File: src/rtl/arbitro_funcionalidade_pkg.sv
// Shared vehicle definitions: arbiter state encoding, neutral codes and the
// default automatic-pilot user code.
package pkg_veiculo;

    localparam logic [2:0] FUNC_NEUTRO    = 3'b000;
    localparam logic [2:0] USER_NENHUM    = 3'b000;
    localparam logic [2:0] PILOTO_COD_DEF = 3'b111;

    typedef enum logic [2:0] {
        LIVRE  = 3'd0,
        USO0   = 3'd1,
        USO1   = 3'd2,
        AMBOS  = 3'd3,
        PILOTO = 3'd4
    } estado_t;

    // Grant vector driven by each state: bit0 = user 0, bit1 = user 1.
    function automatic logic [1:0] gnt_de(input estado_t e);
        case (e)
            USO0:    gnt_de = 2'b01;
            USO1:    gnt_de = 2'b10;
            AMBOS:   gnt_de = 2'b11;
            default: gnt_de = 2'b00;
        endcase
    endfunction

endpackage

File: src/rtl/arbitro_funcionalidade_if.sv
// Request/grant bundle between the two users and the functionality arbiter.
// Handshake: a request is offered by holding req/user/func stable; it is
// honoured when the arbiter returns the matching gnt bit one edge later and
// stays granted for as long as the request remains valid.
interface arbitro_funcionalidade_if;
    logic       req0;
    logic       req1;
    logic [2:0] user0;
    logic [2:0] user1;
    logic [2:0] func0;
    logic [2:0] func1;
    logic [1:0] gnt;
    logic [2:0] func_sel0;
    logic [2:0] func_sel1;
    logic       piloto;
    logic       ocupado;

    modport master (
        output req0, req1, user0, user1, func0, func1,
        input  gnt, func_sel0, func_sel1, piloto, ocupado
    );

    modport slave (
        input  req0, req1, user0, user1, func0, func1,
        output gnt, func_sel0, func_sel1, piloto, ocupado
    );
endinterface

File: src/rtl/arbitro_funcionalidade_decisor_prioridade.sv
// Priority/tie decision between two users asking for the same functionality.
// Higher user code wins; equal codes go to the user not marked by ultimo.
module decisor_prioridade (
    input  logic [2:0] user0_i,
    input  logic [2:0] user1_i,
    input  logic       ultimo_i,   // 0 = user 0 was granted last, 1 = user 1
    output logic       vence1_o    // 1 = user 1 wins, 0 = user 0 wins
);
    // Pure combinational comparison; the tie goes away from the last winner.
    always_comb begin
        vence1_o = 1'b0;
        if (user1_i > user0_i) begin
            vence1_o = 1'b1;
        end else if (user1_i == user0_i) begin
            vence1_o = ~ultimo_i;
        end
    end
endmodule

File: src/rtl/arbitro_funcionalidade.sv
// Two-user functionality arbiter with minimum hold time, shared grant when
// functions differ, and an automatic-pilot mode when both users carry the
// pilot code. All outputs come straight from registers.
module arbitro_funcionalidade
    import pkg_veiculo::*;
#(
    parameter int         HOLD_CYC   = 8,
    parameter logic [2:0] PILOTO_COD = PILOTO_COD_DEF
) (
    input  logic                          clk,
    input  logic                          rst_n,
    arbitro_funcionalidade_if.slave       bus,
    output estado_t                       estado_o
);
    localparam logic [7:0] HOLD_INI = 8'(HOLD_CYC - 1);

    estado_t    state_q, state_d;
    logic [7:0] cnt_q, cnt_d;
    logic [2:0] fsel0_q, fsel0_d, fsel1_q, fsel1_d;
    logic [2:0] usr0_q, usr0_d, usr1_q, usr1_d;
    logic       ultimo_q, ultimo_d;
    logic [1:0] gnt_q;
    logic       piloto_q, ocupado_q;

    logic v0, v1, piloto_req, vence1, lat0, lat1;

    // Request qualification and the pilot condition on live inputs.
    always_comb begin
        v0 = bus.req0 && (bus.user0 != USER_NENHUM) && (bus.func0 != FUNC_NEUTRO);
        v1 = bus.req1 && (bus.user1 != USER_NENHUM) && (bus.func1 != FUNC_NEUTRO);
        piloto_req = v0 && v1 && (bus.user0 == PILOTO_COD) && (bus.user1 == PILOTO_COD);
    end

    decisor_prioridade u_decisor (
        .user0_i  (bus.user0),
        .user1_i  (bus.user1),
        .ultimo_i (ultimo_q),
        .vence1_o (vence1)
    );

    // Next-state, hold counter and latch decisions.
    always_comb begin
        state_d  = state_q;
        fsel0_d  = fsel0_q;
        fsel1_d  = fsel1_q;
        usr0_d   = usr0_q;
        usr1_d   = usr1_q;
        ultimo_d = ultimo_q;
        cnt_d    = (cnt_q != 8'd0) ? cnt_q - 8'd1 : 8'd0;
        lat0     = 1'b0;
        lat1     = 1'b0;

        if (piloto_req) begin
            state_d = PILOTO;
        end else begin
            case (state_q)
                LIVRE: begin
                    if (v0 && v1) begin
                        if (bus.func0 != bus.func1) begin
                            state_d = AMBOS; lat0 = 1'b1; lat1 = 1'b1;
                        end else if (vence1) begin
                            state_d = USO1; lat1 = 1'b1;
                        end else begin
                            state_d = USO0; lat0 = 1'b1;
                        end
                    end else if (v0) begin
                        state_d = USO0; lat0 = 1'b1;
                    end else if (v1) begin
                        state_d = USO1; lat1 = 1'b1;
                    end
                end
                USO0: begin
                    if (!v0) begin
                        // Owner leaving while the other asks: hand over directly.
                        if (v1) begin
                            state_d = USO1; lat1 = 1'b1;
                        end else begin
                            state_d = LIVRE;
                        end
                    end else if (v1 && (bus.func1 != fsel0_q)) begin
                        state_d = AMBOS; lat1 = 1'b1;
                    end else if (v1 && (bus.user1 > usr0_q) && (cnt_q == 8'd0)) begin
                        state_d = USO1; lat1 = 1'b1;
                    end
                end
                USO1: begin
                    if (!v1) begin
                        if (v0) begin
                            state_d = USO0; lat0 = 1'b1;
                        end else begin
                            state_d = LIVRE;
                        end
                    end else if (v0 && (bus.func0 != fsel1_q)) begin
                        state_d = AMBOS; lat0 = 1'b1;
                    end else if (v0 && (bus.user0 > usr1_q) && (cnt_q == 8'd0)) begin
                        state_d = USO0; lat0 = 1'b1;
                    end
                end
                AMBOS: begin
                    // The survivor keeps the values it latched when granted.
                    if (!v0 && !v1) begin
                        state_d = LIVRE;
                    end else if (!v1) begin
                        state_d = USO0;
                    end else if (!v0) begin
                        state_d = USO1;
                    end else if (bus.func0 == bus.func1) begin
                        if (vence1) begin
                            state_d = USO1; lat1 = 1'b1;
                        end else begin
                            state_d = USO0; lat0 = 1'b1;
                        end
                    end
                end
                PILOTO: begin
                    state_d = LIVRE;
                end
                default: begin
                    state_d = LIVRE;
                end
            endcase
        end

        if ((state_d != state_q) &&
            ((state_d == USO0) || (state_d == USO1) || (state_d == AMBOS))) begin
            cnt_d = HOLD_INI;
        end
        if (lat0) begin
            fsel0_d = bus.func0;
            usr0_d  = bus.user0;
        end
        if (lat1) begin
            fsel1_d = bus.func1;
            usr1_d  = bus.user1;
        end
        if (!((state_d == USO0) || (state_d == AMBOS))) begin
            fsel0_d = FUNC_NEUTRO;
            usr0_d  = USER_NENHUM;
        end
        if (!((state_d == USO1) || (state_d == AMBOS))) begin
            fsel1_d = FUNC_NEUTRO;
            usr1_d  = USER_NENHUM;
        end
        if (state_d != state_q) begin
            if (state_d == USO0) ultimo_d = 1'b0;
            if (state_d == USO1) ultimo_d = 1'b1;
        end
    end

    // Single state register; outputs are registered alongside the state.
    always_ff @(posedge clk or negedge rst_n) begin
        if (!rst_n) begin
            state_q   <= LIVRE;
            cnt_q     <= 8'd0;
            fsel0_q   <= FUNC_NEUTRO;
            fsel1_q   <= FUNC_NEUTRO;
            usr0_q    <= USER_NENHUM;
            usr1_q    <= USER_NENHUM;
            ultimo_q  <= 1'b1;
            gnt_q     <= 2'b00;
            piloto_q  <= 1'b0;
            ocupado_q <= 1'b0;
        end else begin
            state_q   <= state_d;
            cnt_q     <= cnt_d;
            fsel0_q   <= fsel0_d;
            fsel1_q   <= fsel1_d;
            usr0_q    <= usr0_d;
            usr1_q    <= usr1_d;
            ultimo_q  <= ultimo_d;
            gnt_q     <= gnt_de(state_d);
            piloto_q  <= (state_d == PILOTO);
            ocupado_q <= (state_d != LIVRE);
        end
    end

    assign bus.gnt       = gnt_q;
    assign bus.func_sel0 = fsel0_q;
    assign bus.func_sel1 = fsel1_q;
    assign bus.piloto    = piloto_q;
    assign bus.ocupado   = ocupado_q;
    assign estado_o      = state_q;

endmodule
File: src/flat_wrapper.sv
// flat-port wrapper written by rule: the top's interface ports become plain ports
module arbitro_funcionalidade_flat import pkg_veiculo::*;
#(
    parameter int         HOLD_CYC   = 8,
    parameter logic [2:0] PILOTO_COD = PILOTO_COD_DEF
)
  (clk, rst_n, estado_o, bus_req0, bus_req1, bus_user0, bus_user1, bus_func0, bus_func1, bus_gnt, bus_func_sel0, bus_func_sel1, bus_piloto, bus_ocupado);
  arbitro_funcionalidade_if bus_i ();
  input  logic clk;
  input  logic rst_n;
  output estado_t estado_o;
  input wire logic [$bits(bus_i.req0)-1:0] bus_req0;
  input wire logic [$bits(bus_i.req1)-1:0] bus_req1;
  input wire logic [$bits(bus_i.user0)-1:0] bus_user0;
  input wire logic [$bits(bus_i.user1)-1:0] bus_user1;
  input wire logic [$bits(bus_i.func0)-1:0] bus_func0;
  input wire logic [$bits(bus_i.func1)-1:0] bus_func1;
  output wire logic [$bits(bus_i.gnt)-1:0] bus_gnt;
  output wire logic [$bits(bus_i.func_sel0)-1:0] bus_func_sel0;
  output wire logic [$bits(bus_i.func_sel1)-1:0] bus_func_sel1;
  output wire logic [$bits(bus_i.piloto)-1:0] bus_piloto;
  output wire logic [$bits(bus_i.ocupado)-1:0] bus_ocupado;
  assign bus_i.req0 = bus_req0;
  assign bus_i.req1 = bus_req1;
  assign bus_i.user0 = bus_user0;
  assign bus_i.user1 = bus_user1;
  assign bus_i.func0 = bus_func0;
  assign bus_i.func1 = bus_func1;
  assign bus_gnt = bus_i.gnt;
  assign bus_func_sel0 = bus_i.func_sel0;
  assign bus_func_sel1 = bus_i.func_sel1;
  assign bus_piloto = bus_i.piloto;
  assign bus_ocupado = bus_i.ocupado;
  arbitro_funcionalidade #(.HOLD_CYC(HOLD_CYC), .PILOTO_COD(PILOTO_COD)) u_core (.clk(clk), .rst_n(rst_n), .bus(bus_i), .estado_o(estado_o));
endmodule
File: config.mk
export PLATFORM = sky130hd
export DESIGN_NAME = arbitro_funcionalidade_flat
export DESIGN_NICKNAME = d
export VERILOG_FILES = /design/src/rtl/arbitro_funcionalidade_pkg.sv /design/src/rtl/arbitro_funcionalidade_if.sv /design/src/rtl/arbitro_funcionalidade_decisor_prioridade.sv /design/src/rtl/arbitro_funcionalidade.sv /design/src/flat_wrapper.sv
export SDC_FILE = /design/constraint.sdc
export NUM_CORES = 1
export LEC_CHECK = 0
export BUFFER_PORTS_ARGS = -buffer_cell sky130_fd_sc_hd__buf_2
export CAP_MARGIN = 20
export CORE_MARGIN = 2
export CORE_UTILIZATION = 35
export DETAILED_ROUTE_END_ITERATION = 12
export PLACE_DENSITY_LB_ADDON = 0.2
export SLEW_MARGIN = 20
export SYNTH_ARGS = -nofsm -noshare
export SYNTH_HDL_FRONTEND = slang
export SYNTH_SLANG_ARGS = --single-unit
File: constraint.sdc
create_clock -name clk -period 7.3 [get_ports clk]
set_clock_uncertainty 0.05 [all_clocks]
set_input_delay 2.19 -clock clk [delete_from_list [all_inputs] [get_ports clk]]
set_output_delay 2.19 -clock clk [all_outputs]
set_load 0.01 [all_outputs]
==> summary.md <==
### CTS
- **post_cts resized** 0
- **maximum level of the CTS H-tree** 1
- **number of buffers inserted by hold repair at cts** 0
- **Post CTS Setup Buffer Count** 0
- **TritonCTS clock tree** done
- **clock root buffer** sky130_fd_sc_hd__clkbuf_8
- **clock network latency to the later pin of the worst-skew pair** 0.28 ns
- **count of clock tree sinks** 28
- **Num CTS Buffers** 3
- **clock input transition at the sequential cells of the worst setup and hold paths** 0.10 ns
- **worst-case clock buffer depth** 2

### Die
- **Chip Width** 77.62 µm
- **initial standard-cell utilization of the core** 36.67%
- **placement row count** 26
- **die height** 77.62 µm
- **area of the core** 5172 µm²
- **total I/O pin count** 29
- **Die Area** 6024 µm²

### STA
- **Setup violations, final** 0
- **final worst-path cycle share** 63.11%
- **unrepaired setup endpoints after global routing** false
- **worst slew pin tran** 0.9278 ns
- **Hold Vio Cnt, Final** 0
- **worst slew margin relative to its limit** 38.15%
- **total negative slack for setup checks** 0 ns
- **minimum clock period** 4.607 ns
- **Pins Over Slew Limit** 0
- **highest clock rate** 217.1 MHz

### Power
- **Switching Power** 141.3 µW
- **leakage power** 0.9755 nW
- **Power per Cell Area** 203.4 nW/µm²
- **switch share** 32.08%
- **internal cell power** 299.0 µW
- **share of power burned in the clock network** 28.5%
- **part of the total power dissipated in sequential elements** 43.3%
- **Comb pwr share** 28.2%
- **worst supply voltage drop on vdd** 138.8 µV

### Layout
- **Final Net Count** 253
- **Post-Route Utilization** 41.85%
- **Post-Layout Cell Count** 296
- **area growth from synthesis to layout** 14.12%
- **antenna cells** 0
- **filler cell count in the final layout** 525
- **share of final-layout standard cells stronger than drive strength 1** 20.35%

### Route
- **vias per inst** 5.480
- **sum of met3 wire segment lengths after detailed routing** 189 µm
- **violation count after the first detailed-route iteration** 123
- **wl on met1** 2183 µm
- **wire length on met2** 2064 µm
- **DRT Pass-1 Iters** 4
- **average detailed-routed wire length per instance** 15.21 µm
- **number of routed nets with antenna violations** 0
- **vias after detailed routing** 1622
- **post-route DRC violation count** 0
- **final wirelength** 4503 µm
- **max layer used** met4

### Yosys
- **Post-Synthesis Net Count** 225
- **top cells by area in the synthesized netlist** sky130_fd_sc_hd__dfrtp_1, sky130_fd_sc_hd__ha_1, sky130_fd_sc_hd__xnor2_1, sky130_fd_sc_hd__o21ai_0, sky130_fd_sc_hd__nor2_1
- **number of different library cells in the post-synthesis netlist** 49
- **cell type with the highest aggregate area in the netlist** sky130_fd_sc_hd__dfrtp_1
- **sequential share of the synthesized area** 37.01%
- **count leader, synth** sky130_fd_sc_hd__dfrtp_1
- **ys async rst share** 100.0%
- **post-synthesis instance area** 1897 µm²
- **synthesis-stage register bit count** 28
- **post-synthesis average cell area** 9.532 µm²
- **Gate Count Post-Synth** 199
- **total of warnings raised by yosys** 0
- **most common library cells after synthesis** sky130_fd_sc_hd__dfrtp_1, sky130_fd_sc_hd__nor2_1, sky130_fd_sc_hd__inv_1, sky130_fd_sc_hd__o21ai_0
- **post-synth top area share** 35.62%
- **EDFF count, synth** 0
- **commonest register cell after synthesis** sky130_fd_sc_hd__dfrtp_1

### Global routing
- **global-route usage over all layers** 16.39%
- **initial antenna violation count** 0
- **via count of the first global-routing pass** 1513
- **global-route wire length before repair** 7797 µm
- **leftover overflow at the end of global routing** 0
- **largest net degree at the start of global routing** 29

### Worst setup path
- **critical-path maximum fanout** 10
- **total buffers and inverters traversed by the critical path** 2
- **CP Launch Type** input pin
- **slack of the worst reg-to-reg path** 3.76 ns
- **type of element capturing the critical path** flop
- **CP Data Arrival Time** 4.74 ns
- **Req. time, crit path** 7.43 ns
- **largest stage delay on the critical path** 0.51 ns
- **CP delay by family, top** compound AO/OA/AOI/OAI gates
- **Crit-path slowest cell** sky130_fd_sc_hd__a21o_1
- **CP Cell Sequence** buf_2 > inv_1 > ha_1 > nand2b_1 > a211oi_1 > o21bai_1 > a211oi_2 > a21o_1 > nand2_1 > a311oi_1
- **type of the worst setup path** input pin to flop

### Job
- **max cap viols** 0

### Placed design
- **Port Buffer Count** 28
- **sum of net half-perimeters after detailed placement** 3461 µm
- **last weighted congestion value of the routability-driven placer** 0.8425
- **DP Cell Count** 292

### Status
- **outcome** finished, final reports clean

### Hold path
- **Min-Delay Path Class** flop to flop

layout make-up:
cell class	count	area (µm²)	share of cell area (%)
clock inverter	1	30.03	1.387
tap	70	87.58	4.046
timing repair buffer	28	140.1	6.474
multi-input combinational	149	1087	50.23
sequential	28	701.9	32.43
clock buffer	3	41.29	1.908
inverter	17	76.32	3.526
through the flow:
stage                     cell area [µm²]  hold slack [ns]  worst slack [ns]  power, mW
final                                2165           0.4914             2.693     0.4403
after global routing                 2165           0.5236             2.466     0.4683
after CTS                            2165           0.4995             2.703     0.4457
after detailed placement             2093           0.4770             2.416     0.3192
after global placement               2093           0.4823             2.401     0.3185
after floorplan                      1897           0.4392             2.993     0.2829
metal layers:
metal  GRT usage [%]  vias to the layer above
li1                -                      792
met1           23.10                      794
met2           25.43                       32
met3           2.907                        4
met4           5.179                        0
met5               0                        -
cells by family after synthesis:
logic type                 count (synthesis)  share of synthesized area (%)
DFF                                       28                          37.01
adders and majority gates                 10                          6.596
buffers and inverters                     22                          5.673
AOI/OAI and AO/OA                         54                          20.78
and+or+nand+nor                           61                          18.34
muxes                                      7                          3.760
xor gates and xnor gates                  17                          7.849
worst paths after layout:
kind,endpoint,depth (start not counted),startpoint
hold reg to reg,u_core.usr0_q[2],2,u_core.usr0_q[2]
min in group asynchronous,u_core.bus.func_sel0[1],1,rst_n
setup / recovery,u_core.cnt_q[5],10,bus_user1[0]
max in group asynchronous,u_core.cnt_q[4],1,rst_n
hold / removal,u_core.usr0_q[2],2,u_core.usr0_q[2]
setup reg to reg,u_core.cnt_q[5],9,u_core.cnt_q[0]
worst reg2reg max path, stage by stage, from the launching register on:
cell,delay [ns]
sky130_fd_sc_hd__dfrtp_1,0.41
sky130_fd_sc_hd__inv_1,0.08
sky130_fd_sc_hd__ha_1,0.20
sky130_fd_sc_hd__or4b_4,0.50
sky130_fd_sc_hd__or4_4,0.47
sky130_fd_sc_hd__a2111oi_4,0.38
sky130_fd_sc_hd__a221oi_1,0.19
sky130_fd_sc_hd__o21ai_2,0.52
sky130_fd_sc_hd__nand2_1,0.34
sky130_fd_sc_hd__a311oi_1,0.31
power by group through the flow:
stage | logic [mW] | registers, mW | clock network (mW)
3_3_place_gp | 0.124 | 0.194 | 0
5_1_grt | 0.140 | 0.194 | 0.134
6_report | 0.124 | 0.191 | 0.125
4_1_cts | 0.126 | 0.191 | 0.129
2_1_floorplan | 0.0929 | 0.190 | 0
3_5_place_dp | 0.125 | 0.194 | 0
registers in the layout, indices dropped and copies added, names as in the netlist:
register	count
u_core.bus.func_sel0	3
u_core.bus.func_sel1	3
u_core.bus.gnt	2
u_core.bus.ocupado	1
u_core.bus.piloto	1
u_core.cnt_q	8
u_core.estado_o	3
u_core.ultimo_q	1
u_core.usr0_q	3
u_core.usr1_q	3
placed cells by master, fill, tap and decap left out, drive strengths merged, types with 6 or more instances in the layout:
cell type  Yosys  layout
a21oi         10      10
buf            3      28
dfrtp         27      27
ha            10      10
inv           16      16
mux2i          6       6
nand2          8       8
nand3         12      12
nor2          17      17
o21ai         14      14
xnor2         12      12
Power figures use the tool's default switching activity.
